[src/rtl/spi_pkg.sv]
// Shared types for the parametrised SPI master.
// Contents:
//   MAX_DIV_W   widest clk_div the master supports; the top's DIV_W must not exceed it
//   spi_state_t transfer FSM states
//   spi_cfg_t   per-transfer configuration captured when a start is accepted
package spi_pkg;

  localparam int MAX_DIV_W = 16;

  typedef enum logic [1:0] {
    IDLE,
    SETUP,
    SHIFT,
    HOLD
  } spi_state_t;

  typedef struct packed {
    logic                 cpol;
    logic                 cpha;
    logic                 lsb_first;
    logic                 hold_cs;
    logic [MAX_DIV_W-1:0] div;
  } spi_cfg_t;

endpackage

[src/rtl/spi_clk_gen.sv]
// SCLK timing for the SPI master: half-period counter, sclk level and edge strobes.
// Ports:
//   clk, reset  system clock, synchronous active-high reset
//   count_en    run the half-period counter (cleared while low)
//   div         half-period select; one half-period lasts div+1 clk cycles
//   toggle_en   toggle sclk at the end of each half-period
//   load        force sclk to load_val at the next edge (has priority over toggling)
//   load_val    level loaded into sclk
//   cpol        idle level of the running transfer; used to classify edges
//   hp_end      last cycle of the current half-period
//   lead        strobe: sclk is about to leave its idle level
//   trail       strobe: sclk is about to return to its idle level
//   sclk        registered SPI clock
module spi_clk_gen
  import spi_pkg::*;
#(
  parameter int DIV_W = 8
) (
  input  logic                 clk,
  input  logic                 reset,
  input  logic                 count_en,
  input  logic [MAX_DIV_W-1:0] div,
  input  logic                 toggle_en,
  input  logic                 load,
  input  logic                 load_val,
  input  logic                 cpol,
  output logic                 hp_end,
  output logic                 lead,
  output logic                 trail,
  output logic                 sclk
);

  logic [DIV_W-1:0] cnt;

  // Upper bits of div are always zero, so comparing the zero-extended counter is exact.
  assign hp_end = count_en && (MAX_DIV_W'(cnt) == div);
  assign lead   = toggle_en && hp_end && (sclk == cpol);
  assign trail  = toggle_en && hp_end && (sclk != cpol);

  always_ff @(posedge clk) begin
    if (reset) begin
      cnt <= '0;
    end else if (!count_en || hp_end) begin
      cnt <= '0;
    end else begin
      cnt <= cnt + 1'b1;
    end
  end

  always_ff @(posedge clk) begin
    if (reset) begin
      sclk <= 1'b0;
    end else if (load) begin
      sclk <= load_val;
    end else if (toggle_en && hp_end) begin
      sclk <= ~sclk;
    end
  end

endmodule

[src/rtl/spi_master_gen.sv]
// Parametrised SPI master: configurable word width, runtime SCLK divider, CPOL/CPHA,
// MSB/LSB-first, several chip selects, CS hold for bursts and abort.
// Ports:
//   clk, reset   system clock, synchronous active-high reset
//   start        request a transfer; taken only while tx_ready=1
//   abort        end any transfer (or held CS) and release all chip selects
//   tx_data, cs_sel, hold_cs, cpol, cpha, lsb_first, clk_div
//                per-transfer settings, captured on an accepted start
//   tx_ready     idle and able to take a start (also high in the done cycle)
//   done         one-cycle pulse, rx_data valid
//   rx_data      last received word, held until the next done
//   sclk, mosi   registered SPI clock and serial output
//   miso         serial input
//   cs_n         registered active-low chip selects
module spi_master_gen
  import spi_pkg::*;
#(
  parameter  int DATA_W = 8,
  parameter  int NUM_CS = 4,
  parameter  int DIV_W  = 8,
  localparam int CS_W   = (NUM_CS > 1) ? $clog2(NUM_CS) : 1
) (
  input  logic              clk,
  input  logic              reset,
  input  logic              start,
  input  logic              abort,
  input  logic [DATA_W-1:0] tx_data,
  input  logic [CS_W-1:0]   cs_sel,
  input  logic              hold_cs,
  input  logic              cpol,
  input  logic              cpha,
  input  logic              lsb_first,
  input  logic [DIV_W-1:0]  clk_div,
  output logic              tx_ready,
  output logic              done,
  output logic [DATA_W-1:0] rx_data,
  output logic              sclk,
  output logic              mosi,
  input  logic              miso,
  output logic [NUM_CS-1:0] cs_n
);

  localparam int CNT_W = $clog2(2 * DATA_W) + 1;

  spi_state_t        state, state_nx;
  spi_cfg_t          cfg;
  logic              started;
  logic              accept;
  logic              hp_end, lead, trail;
  logic              shift_edge, sample_edge, last_edge;
  logic              idle_pol;
  logic [CNT_W-1:0]  edge_cnt;
  logic [DATA_W-1:0] tx_ord, tx_sreg, rx_sreg, rx_q;
  logic [NUM_CS-1:0] cs_dec;

  assign accept    = start && tx_ready && !abort;
  assign last_edge = (edge_cnt == CNT_W'(2 * DATA_W - 1));

  // Before the first transfer the idle level follows the cpol input directly.
  assign idle_pol  = started ? cfg.cpol : cpol;

  // CPHA=0 samples on leading edges and shifts on trailing ones (the final trailing
  // edge would push a bit that is never sampled); CPHA=1 swaps the roles.
  assign shift_edge  = cfg.cpha ? lead : (trail && !last_edge);
  assign sample_edge = cfg.cpha ? trail : lead;

  spi_clk_gen #(
    .DIV_W (DIV_W)
  ) u_clk_gen (
    .clk       (clk),
    .reset     (reset),
    .count_en  ((state != IDLE) && !abort),
    .div       (cfg.div),
    .toggle_en (state == SHIFT),
    .load      ((state == IDLE) || abort || accept),
    .load_val  (accept ? cpol : idle_pol),
    .cpol      (cfg.cpol),
    .hp_end    (hp_end),
    .lead      (lead),
    .trail     (trail),
    .sclk      (sclk)
  );

  // Word in transmit order: the next bit to send always sits at the MSB.
  always_comb begin
    tx_ord = tx_data;
    if (lsb_first) begin
      for (int i = 0; i < DATA_W; i++) begin
        tx_ord[i] = tx_data[DATA_W-1-i];
      end
    end
  end

  // An out-of-range cs_sel matches no output, so the transfer runs with every CS released.
  always_comb begin
    cs_dec = '1;
    for (int i = 0; i < NUM_CS; i++) begin
      if (int'(cs_sel) == i) begin
        cs_dec[i] = 1'b0;
      end
    end
  end

  always_ff @(posedge clk) begin
    if (reset) begin
      state <= IDLE;
    end else begin
      state <= state_nx;
    end
  end

  // The done cycle is the last HOLD cycle; it also reports ready so a burst can chain.
  always_comb begin
    state_nx = state;
    done     = 1'b0;
    tx_ready = (state == IDLE);
    if (state == HOLD && hp_end) begin
      done     = 1'b1;
      tx_ready = 1'b1;
    end
    if (abort) begin
      state_nx = IDLE;
    end else begin
      case (state)
        IDLE:    if (start) state_nx = SETUP;
        SETUP:   if (hp_end) state_nx = SHIFT;
        SHIFT:   if (hp_end && last_edge) state_nx = HOLD;
        HOLD:    if (hp_end) state_nx = start ? SETUP : IDLE;
        default: state_nx = IDLE;
      endcase
    end
  end

  always_ff @(posedge clk) begin
    if (reset) begin
      cfg     <= '0;
      started <= 1'b0;
    end else if (accept) begin
      cfg.cpol      <= cpol;
      cfg.cpha      <= cpha;
      cfg.lsb_first <= lsb_first;
      cfg.hold_cs   <= hold_cs;
      cfg.div       <= MAX_DIV_W'(clk_div);
      started       <= 1'b1;
    end
  end

  // A new start replaces any held CS in one step; otherwise CS is released at the end
  // of a non-held word.
  always_ff @(posedge clk) begin
    if (reset || abort) begin
      cs_n <= '1;
    end else if (accept) begin
      cs_n <= cs_dec;
    end else if (done && !cfg.hold_cs) begin
      cs_n <= '1;
    end
  end

  // For CPHA=0 the first bit is already on mosi, so the register keeps only the rest.
  always_ff @(posedge clk) begin
    if (reset) begin
      mosi     <= 1'b0;
      tx_sreg  <= '0;
      rx_sreg  <= '0;
      rx_q     <= '0;
      edge_cnt <= '0;
    end else begin
      if (accept) begin
        mosi     <= tx_ord[DATA_W-1];
        tx_sreg  <= cpha ? tx_ord : (tx_ord << 1);
        edge_cnt <= '0;
      end else if (state == SHIFT && hp_end) begin
        edge_cnt <= edge_cnt + 1'b1;
      end
      if (shift_edge) begin
        mosi    <= tx_sreg[DATA_W-1];
        tx_sreg <= tx_sreg << 1;
      end
      if (sample_edge) begin
        rx_sreg <= cfg.lsb_first ? {miso, rx_sreg[DATA_W-1:1]}
                                 : {rx_sreg[DATA_W-2:0], miso};
      end
      if (done) begin
        rx_q <= rx_sreg;
      end
    end
  end

  // The receive register is stable through HOLD, so it can be shown in the done cycle itself.
  assign rx_data = done ? rx_sreg : rx_q;

endmodule

[config.mk]
export PLATFORM = sky130hd
export DESIGN_NAME = spi_master_gen
export DESIGN_NICKNAME = d
export VERILOG_FILES = /design/src/rtl/spi_pkg.sv /design/src/rtl/spi_clk_gen.sv /design/src/rtl/spi_master_gen.sv
export SDC_FILE = /design/constraint.sdc
export NUM_CORES = 1
export LEC_CHECK = 0
export CORE_MARGIN = 4
export CORE_UTILIZATION = 56
export CTS_BUF_LIST = sky130_fd_sc_hd__clkbuf_8
export CTS_CLUSTER_SIZE = 20
export DETAILED_ROUTE_END_ITERATION = 7
export HOLD_SLACK_MARGIN = 0.02
export PLACE_DENSITY = 0.82
export SLEW_MARGIN = 20
export SYNTH_ARGS = -nofsm -noshare
export SYNTH_HDL_FRONTEND = slang
export SYNTH_SLANG_ARGS = --single-unit
[constraint.sdc]
create_clock -name clk -period 2.8 [get_ports clk]
set_input_delay 0.28 -clock clk [delete_from_list [all_inputs] [get_ports clk]]
set_output_delay 0.28 -clock clk [all_outputs]
set_load 0.005 [all_outputs]
==> flow_metrics.py, run 1 <==
metrics = {
    "outcome": {
        "status": "complete, no violations",
    },
    "timing": {
        "whs_ns": 0.4589,
        "layout_setup_ws_ns": 0.08623,
        "finalSetupViolCount": 0,
        "worst_pin_slew_ns": 0.5368,
        "slew_headroom": 0.6410,
        "period_needed_ns": 2.714,
        "finalHoldViolCount": 0,
        "maxSlewViolCount": 0,
        "fmaxAchievable_mhz": 368.5,
        "period_share": 0.9692,
        "fin_skew_ns": 0.008928,
    },
    "setup_path": {
        "endpoint_kind": "output pin",
        "worst-path-max-fanout": 6,
        "start_kind": "flop",
        "rr_endpoint": "cs_n[1]$_SDFFE_PP1P_",
        "rrSetupSlack_ns": 0.41,
        "r2r_cells": 10,
        "arrival_ns": 2.43,
        "crit_type": "reg2out",
        "r2r-start": "state[1]$_SDFFE_PP0P_",
        "required_ns": 2.52,
    },
    "floorplanning": {
        "num_rows": 25,
        "die_y_um": 79.67,
        "initial_core_util": 0.5933,
        "fp.dieArea_um2": 6347,
        "die_x_um": 79.67,
        "num_io_pins": 43,
        "core_area_um2": 4848,
    },
    "synthesis": {
        "synth_top_cell_by_area": "dfxtp_1",
        "yosysTopAreaCellShare": 0.4037,
        "synth_area_leaders": "dfxtp_1 40%, mux2i_1 4.9%, nand2_1 4.8%, a21oi_1 4.0%, mux4_2 3.9%",
        "syn_nets": 346,
        "synth.avg_cell_area_um2": 9.220,
        "yosysUniqueCellTypes": 44,
        "syn_inst": 312,
        "syn-cell-area_um2": 2877,
        "ys_async_sr_fraction": 0,
        "synth-edff-count": 0,
        "synth_ff_type": "dfxtp_1",
        "yosys_register_bits": 58,
        "yosys_warnings": 0,
        "synth_seq_area_share": 0.4037,
    },
    "power_and_ir_drop": {
        "combPwrFrac": 0.112,
        "irDropWorstVdd_mv": 0.3350,
        "p_per_area_nw_per_um2": 532.7,
        "switching_share": 0.2411,
        "power.leakage_nw": 1.465,
        "switchingPower_w": 0.0004699,
        "power_frac_seq": 0.444,
        "clkPwrFrac": 0.445,
        "p_int_w": 0.001479,
    },
    "min_path": {
        "min_from": "tx_sreg[7]$_SDFFE_PP0P_",
        "min_to": "mosi$_SDFFE_PP0P_",
        "hp-class": "reg2reg",
        "hold_path_depth": 2,
    },
    "place": {
        "dpl.hpwl_um": 4565,
        "io_buffers": 42,
        "post-place-cells": 412,
        "pre_cts_slack_ns": 0.1169,
        "place.gp.congestion": 0.8504,
    },
    "flow_run": {
        "drv_cap": 0,
    },
    "route": {
        "route.detailed.drc": 0,
        "detail-route-antenna-nets": 0,
        "firstDrtPassIters": 6,
        "drt-initial-drc-count": 140,
        "viasPerCell": 5.702,
        "via_count": 2486,
        "wl_per_cell_um": 15.56,
        "wirelength_um": 6783,
    },
    "global_routing": {
        "grt_pass1_wl_um": 11160,
        "overflow": 0,
        "grt_usage": 0.2274,
        "grt_max_degree": 38,
        "grt_pass1_vias": 2457,
        "antenna_found_initial": 0,
    },
    "cells_and_area": {
        "drive_gt1_frac": 0.1626,
        "area_growth_pct": 27.23,
        "most-common-layout-cells": "56 x dfxtp_1, 37 x nand2_1, 34 x clkdlybuf4s50_1",
        "num-fill-cells": 340,
        "n_antenna_cell": 0,
        "final-seq-area_um2": 1164,
        "finalNetCount": 398,
        "mostFrequentLayoutCell": "dfxtp_1",
        "instances_no_fill": 436,
        "multiInputGateArea_um2": 1597,
    },
    "clock_network": {
        "cts_buffers": 9,
        "htree_levels": 3,
        "clkSlewWorstSetupHoldPaths_ns": 0.07,
        "cts_root_buffer": "clkbuf_8",
        "clock_path_buffers": 2,
        "cts.sinks": 58,
        "cts_tree": "built",
        "clk_latency_ns": 0.35,
    },
}
worst max-delay path by stage:
stage / start / to / slack [ns] / cells past startpoint
floorplan: state[0]$_SDFFE_PP0P_ / tx_sreg[1]$_SDFFE_PP0P_ / 0.51 / 9
global placement: state[0]$_SDFFE_PP0P_ / rx_data[6] / 0.25 / 8
detailed placement: state[0]$_SDFFE_PP0P_ / rx_data[1] / 0.12 / 8
CTS: state[0]$_SDFFE_PP0P_ / rx_data[2] / -0.01 / 8
global route: state[1]$_SDFFE_PP0P_ / rx_data[1] / -0.02 / 9
finish: state[1]$_SDFFE_PP0P_ / rx_data[1] / 0.09 / 9
state kept, by name, indices dropped and copies added, names as in the netlist, 2 cells and up:
signal / count
edge_cnt: 5
u_clk_gen.cnt: 8
state: 2
rx_q: 8
tx_sreg: 8
cs_n: 4
cfg: 12
rx_sreg: 8
cell families after synthesis:
family | share of synthesized area
xor gates and xnor gates | 0.06394
DFF | 0.4037
buffers and inverters | 0.04567
AOI/OAI and AO/OA | 0.1453
and+or+nand+nor | 0.1879
muxes | 0.1231
adders and majority gates | 0.03045
critical path, stage by stage (launching register included):
cell	delay, ns
dfxtp_2	0.35
inv_2	0.06
ha_4	0.17
or2_4	0.26
nor3_4	0.14
nand4_1	0.24
buf_6	0.21
buf_4	0.13
mux2_2	0.27
dlygate4sd2_1	0.27
power groups by stage:
| stage | Combinational (W) | Clock [W] | Sequential (W) |
|---|---|---|---|
| floorplan | 0.000136 | 0 | 0.000878 |
| global placement | 0.000207 | 0 | 0.000882 |
| detailed placement | 0.000210 | 0 | 0.000883 |
| CTS | 0.000215 | 0.000862 | 0.000864 |
| global route | 0.000237 | 0.000899 | 0.000867 |
| finish | 0.000218 | 0.000867 | 0.000865 |
cell type report:
type / instances / share of cell area
clock inverter: 6 / 0.02222
clock buffer: 10 / 0.03761
inverter: 8 / 0.008205
sequential: 58 / 0.3179
multi-input combinational: 228 / 0.4362
tap: 67 / 0.02291
timing repair buffer: 59 / 0.1549
synth_stat cells, types with 2 or more instances:
| library cell | instances |
|---|---|
| a211oi_1 | 11 |
| a21oi_1 | 23 |
| a2bb2oi_1 | 2 |
| a31oi_1 | 2 |
| and2_1 | 3 |
| and3_1 | 3 |
| and4_1 | 2 |
| buf_1 | 3 |
| buf_2 | 3 |
| buf_4 | 4 |
| buf_6 | 2 |
| clkbuf_1 | 6 |
| dfxtp_1 | 58 |
| ha_1 | 7 |
| inv_1 | 8 |
| mux2_2 | 9 |
| mux2i_1 | 14 |
| mux4_2 | 5 |
| nand2_1 | 37 |
| nand2b_1 | 2 |
| nand3_1 | 8 |
| nand4_1 | 3 |
| nor2_1 | 23 |
| nor2b_1 | 10 |
| nor3_1 | 8 |
| nor4_1 | 2 |
| o211ai_1 | 9 |
| o21ai_0 | 5 |
| o21bai_1 | 5 |
| o22a_1 | 2 |
| xnor2_1 | 10 |
| xor2_1 | 11 |
per-layer routing:
layer	track usage	wire, µm	vias to the layer above
met5	0	0	-
met4	0.1220	132	0
met3	0.05869	344	17
met2	0.3639	3255	73
met1	0.2785	3050	1194
li1	-	-	1202
what timing repair did:
item                                    4_1_cts  5_1_grt
endpoints found under the setup margin        8        6
cloned                                        1        0
setup buffers                                 3        4
gates resized for setup                       8       11
hold buffers                                  0        0
pin swaps                                     2        2
metrics by stage:
step                power, W  utilization  setup TNS (ns)  area (µm²)
finish              0.001949       0.7548               0        3660
global route        0.002003       0.7548        -0.01995        3660
CTS                 0.001942       0.7427        -0.03431        3601
detailed placement  0.001093       0.6903               0        3347
global placement    0.001089       0.6903               0        3347
floorplan           0.001014            -               0        2877
Note: power is estimated with default switching activity, not from simulation.
==> run 2: changes to the inputs <==
- CELL_PAD_IN_SITES_DETAIL_PLACEMENT: not set -> 0
- CELL_PAD_IN_SITES_GLOBAL_PLACEMENT: not set -> 1
- CORE_UTILIZATION: 56 -> 43
- PLACE_DENSITY: 0.82 -> 0.83
==> flow_metrics.py, run 2 (synthesis gave the netlist of run 1 again) <==
metrics = {
    "power_and_ir_drop": {
        "power_frac_seq": 0.430,
        "p_total_w": 0.002012,
        "switchingPower_w": 0.0004579,
        "combPwrFrac": 0.109,
        "p_per_area_nw_per_um2": 547.2,
        "power.leakage_nw": 1.372,
        "clkPwrFrac": 0.461,
        "switching_share": 0.2276,
        "irDropWorstVdd_mv": 0.4855,
        "p_int_w": 0.001554,
    },
    "min_path": {
        "hold_path_depth": 2,
        "min_from": "tx_sreg[2]$_SDFFE_PP0P_",
        "min_to": "tx_sreg[3]$_SDFFE_PP0P_",
        "hp-class": "reg2reg",
    },
    "setup_path": {
        "start_kind": "flop",
        "slowest_stage": "clkdlybuf4s50_1",
        "r2r_cells": 9,
        "endpoint_kind": "output pin",
        "crit_type": "reg2out",
        "path_cells": "inv_1 > ha_4 > or2_4 > nor3_4 > nand4_1 > buf_6 > mux2_2 > clkdlybuf4s50_1",
        "cp_num_buf_inv": 3,
        "worst-path-max-fanout": 8,
        "critPathMaxStageDelay_ns": 0.45,
        "cp_top_family": "buffers and inverters",
        "arrival_ns": 2.40,
        "rrSetupSlack_ns": 0.51,
        "required_ns": 2.52,
        "rr_endpoint": "tx_sreg[6]$_SDFFE_PP0P_",
        "r2r-start": "state[0]$_SDFFE_PP0P_",
    },
    "timing": {
        "fin_skew_ns": 0.01149,
        "period_share": 0.9569,
        "slew_headroom": 0.6567,
        "maxSlewViolCount": 0,
        "rsz0062_at_grt": "false",
        "worst_pin_slew_ns": 0.5133,
        "finalHoldViolCount": 0,
        "finalSetupViolCount": 0,
        "fmaxAchievable_mhz": 373.2,
        "tns_ns": 0,
        "period_needed_ns": 2.679,
    },
    "global_routing": {
        "grt_usage": 0.1599,
        "overflow": 0,
        "grt_use_met1": 0.2068,
        "grt.busiest_layer": "met2",
        "use_met2": 0.2475,
        "grt_pass1_wl_um": 10650,
        "met3_usage": 0.05843,
        "antenna_found_initial": 0,
        "grt_pass1_vias": 2282,
        "grt_max_degree": 38,
    },
    "floorplanning": {
        "die_x_um": 89.79,
        "core_area_um2": 6422,
        "num_rows": 29,
        "initial_core_util": 0.4479,
        "die_y_um": 89.79,
        "num_io_pins": 43,
        "fp.dieArea_um2": 8062,
    },
    "cells_and_area": {
        "finalNetCount": 394,
        "multiInputGateArea_um2": 1597,
        "finish.utilization": 0.5726,
        "num-fill-cells": 569,
        "final-seq-area_um2": 1164,
        "largest_register": "cfg",
        "largest_reg_flops": 12,
        "mostFrequentLayoutCell": "dfxtp_1",
        "most-common-layout-cells": "56 x dfxtp_1, 41 x clkdlybuf4s50_1, 37 x nand2_1",
        "n_antenna_cell": 0,
        "area_growth_pct": 27.84,
        "drive_gt1_frac": 0.1534,
        "final_area_um2": 3677,
    },
    "route": {
        "detail-route-antenna-nets": 0,
        "wirelength_um": 6100,
        "via_count": 2302,
        "wl_per_cell_um": 13.80,
        "drt-initial-drc-count": 116,
        "route.detailed.drc": 0,
        "viasPerCell": 5.208,
        "firstDrtPassIters": 4,
    },
    "clock_network": {
        "cts_root_buffer": "clkbuf_8",
        "cts_buffers": 9,
        "clkSlewWorstSetupHoldPaths_ns": 0.07,
        "cts_tree": "built",
        "clk_latency_ns": 0.34,
        "cts.sinks": 58,
        "clock_path_buffers": 2,
        "htree_levels": 3,
    },
    "place": {
        "dpl.hpwl_um": 4481,
        "io_buffers": 42,
        "place.gp.congestion": 0.8978,
        "place_area_um2": 3400,
    },
    "flow_run": {
        "drv_cap": 0,
    },
    "outcome": {
        "status": "complete, no violations",
    },
}
run 2: layer usage:
| layer | part of all wire | wire length (µm) |
|---|---|---|
| met5 | 0 | 0 |
| met4 | 0.013 | 82 |
| met3 | 0.062 | 380 |
| met2 | 0.45 | 2774 |
| met1 | 0.47 | 2862 |
run 2: area by class of cell:
| class | count | share of cell area |
|---|---|---|
| clock buffer | 9 | 0.03368 |
| clock inverter | 7 | 0.03198 |
| inverter | 8 | 0.008166 |
| multi-input combinational | 228 | 0.4342 |
| sequential | 58 | 0.3164 |
| tap | 77 | 0.02620 |
| timing repair buffer | 55 | 0.1494 |
run 2: worst max path at each step:
stage | depth (start not counted) | slack, ns | startpoint | endpoint
6_report | 8 | 0.12 | state[0]$_SDFFE_PP0P_ | rx_data[4]
5_1_grt | 8 | 0.003 | state[0]$_SDFFE_PP0P_ | rx_data[4]
4_1_cts | 8 | 0.03 | state[0]$_SDFFE_PP0P_ | rx_data[4]
3_5_place_dp | 8 | 0.22 | state[0]$_SDFFE_PP0P_ | rx_data[4]
3_3_place_gp | 8 | 0.27 | state[0]$_SDFFE_PP0P_ | rx_data[5]
2_1_floorplan | 9 | 0.51 | state[0]$_SDFFE_PP0P_ | tx_sreg[1]$_SDFFE_PP0P_
run 2: stage by stage:
stage,instances,setup slack [ns],hold slack [ns]
4_1_cts,442,0.03193,0.4580
5_1_grt,442,0.002941,0.4801
3_3_place_gp,424,0.2659,0.4512
2_1_floorplan,312,0.5114,0.3703
6_report,442,0.1207,0.4586
3_5_place_dp,424,0.2189,0.4487
run 2: timing repair:
item / CTS / global route
cloned: 0 / 0
pin swaps: 1 / 1
hold buffers: 0 / 0
setup endpoints to repair: 9 / 8
gates resized for setup: 4 / 3
setup buffers: 2 / 0
run 2: power groups by stage:
stage | combinational (W) | clock [W] | sequential (W)
after floorplan | 0.000136 | 0 | 0.000878
after global placement | 0.000214 | 0 | 0.000883
after detailed placement | 0.000216 | 0 | 0.000883
after CTS | 0.000220 | 0.000954 | 0.000864
after global routing | 0.000243 | 0.000991 | 0.000867
final | 0.000220 | 0.000928 | 0.000865
run 2: tightest hold or removal path, stage by stage, from the launching register on:
cell and delay, ns:
dfxtp_1 0.31, nand2_1 0.05, a21oi_1 0.05
==> run 3: changes to the inputs <==
- SKIP_CTS_REPAIR_TIMING: not set -> 1
==> flow_metrics.py, run 3 (synthesis gave the netlist of run 1 again) <==
metrics = {
    "clock_network": {
        "cts_root_buffer": "clkbuf_8",
        "htree_levels": 3,
        "cts.sinks": 58,
        "clock_path_buffers": 2,
        "clk_latency_ns": 0.34,
        "cts_tree": "built",
        "cts_buffers": 9,
        "clkSlewWorstSetupHoldPaths_ns": 0.07,
    },
    "cells_and_area": {
        "finalNetCount": 392,
        "n_antenna_cell": 0,
        "most-common-layout-cells": "56 x dfxtp_1, 41 x clkdlybuf4s50_1, 37 x nand2_1",
        "finish.utilization": 0.5706,
        "mostFrequentLayoutCell": "dfxtp_1",
        "drive_gt1_frac": 0.1515,
        "instances_no_fill": 440,
        "final_area_um2": 3665,
        "area_growth_pct": 27.40,
        "largest_register": "cfg",
        "largest_reg_flops": 12,
    },
    "route": {
        "wl_met1_um": 2941,
        "highest_layer": "met4",
        "wl_met2_um": 2720,
        "firstDrtPassIters": 4,
        "detail-route-antenna-nets": 0,
        "route.detailed.drc": 0,
        "wl_met3_um": 327,
        "viasPerCell": 5.193,
        "wl_per_cell_um": 13.80,
        "drt-initial-drc-count": 103,
        "via_count": 2285,
        "wirelength_um": 6071,
    },
    "global_routing": {
        "grt_max_degree": 38,
        "antenna_found_initial": 0,
        "grt_usage": 0.1585,
        "grt_pass1_wl_um": 10540,
        "grt_pass1_vias": 2259,
        "overflow": 0,
    },
    "timing": {
        "finalHoldViolCount": 0,
        "fin_skew_ns": 0.01180,
        "slew_headroom": 0.6555,
        "fmaxAchievable_mhz": 372.5,
        "period_share": 0.9588,
        "layout_setup_ws_ns": 0.1152,
        "finalSetupViolCount": 0,
        "worst_pin_slew_ns": 0.5151,
        "period_needed_ns": 2.685,
        "maxSlewViolCount": 0,
    },
    "outcome": {
        "status": "complete, no violations",
    },
    "flow_run": {
        "drv_cap": 0,
    },
    "place": {
        "dpl.hpwl_um": 4481,
        "io_buffers": 42,
        "post-place-cells": 424,
        "pre_cts_slack_ns": 0.2189,
        "place_area_um2": 3400,
        "place.gp.congestion": 0.8978,
    },
    "setup_path": {
        "start_kind": "flop",
        "critPathMaxStageDelay_ns": 0.45,
        "required_ns": 2.52,
        "rrSetupSlack_ns": 0.50,
        "r2r_cells": 9,
        "crit_type": "reg2out",
        "endpoint_kind": "output pin",
        "worst-path-max-fanout": 8,
        "path_cells": "inv_2 > ha_4 > or2_4 > nor3_4 > nand4_1 > buf_6 > mux2_2 > clkdlybuf4s50_1",
        "slowest_stage": "clkdlybuf4s50_1",
        "arrival_ns": 2.40,
    },
    "floorplanning": {
        "core_area_um2": 6422,
        "fp.dieArea_um2": 8062,
        "num_rows": 29,
        "die_y_um": 89.79,
        "die_x_um": 89.79,
        "num_io_pins": 43,
        "initial_core_util": 0.4479,
    },
    "power_and_ir_drop": {
        "power_frac_seq": 0.430,
        "p_int_w": 0.001552,
        "irDropWorstVdd_mv": 0.4858,
        "switchingPower_w": 0.0004591,
        "combPwrFrac": 0.108,
        "switching_share": 0.2282,
        "clkPwrFrac": 0.462,
        "p_per_area_nw_per_um2": 548.9,
        "power.leakage_nw": 1.362,
    },
    "min_path": {
        "hold_path_depth": 2,
        "hp-class": "reg2reg",
    },
}
run 3: stage by stage:
step / TNS [ns] / total power [W] / hold WS [ns]
2_1_floorplan: 0 / 0.001014 / 0.3703
3_3_place_gp: 0 / 0.001097 / 0.4512
3_5_place_dp: 0 / 0.001099 / 0.4487
4_1_cts: -1.306 / 0.002036 / 0.4580
5_1_grt: -0.01931 / 0.002099 / 0.4801
6_report: 0 / 0.002011 / 0.4586
run 3: final cells by class:
class | instances | area [µm²]
well taps | 77 | 96.34
inverters | 8 | 30.03
repair buffers | 53 | 534.3
multi-input cells | 228 | 1597
fillers | 571 | 2758
clock buffers | 9 | 123.9
clock inverters | 7 | 117.6
flip-flops and latches | 58 | 1166
run 3: worst paths after layout:
path                                start                       to
setup reg to reg    state[0]$_SDFFE_PP0P_  tx_sreg[6]$_SDFFE_PP0P_
setup / recovery    state[0]$_SDFFE_PP0P_               rx_data[4]
hold / removal    tx_sreg[2]$_SDFFE_PP0P_  tx_sreg[3]$_SDFFE_PP0P_
hold reg to reg   tx_sreg[2]$_SDFFE_PP0P_  tx_sreg[3]$_SDFFE_PP0P_
run 3: worst max-delay path, delay by kind of cell, from the launching register on:
family                     cells  cell delay [ns]
adders and majority gates      1             0.17
buffers and inverters          3             0.69
DFF                            1             0.37
muxes                          1             0.28
and+or+nand+nor                3             0.55
run 3: layer usage:
layer	vias to the layer above	GRT usage
met5	-	0
met4	0	0.05364
li1	1190	-
met1	1039	0.2052
met3	7	0.05843
met2	49	0.2444
run 3: power by group through the flow:
| stage | Sequential [W] | Clock, W | Combinational (W) |
|---|---|---|---|
| after CTS | 0.000865 | 0.000954 | 0.000217 |
| after global routing | 0.000867 | 0.000991 | 0.000240 |
| after detailed placement | 0.000883 | 0 | 0.000216 |
| after global placement | 0.000883 | 0 | 0.000214 |
| final | 0.000865 | 0.000929 | 0.000217 |
| after floorplan | 0.000878 | 0 | 0.000136 |
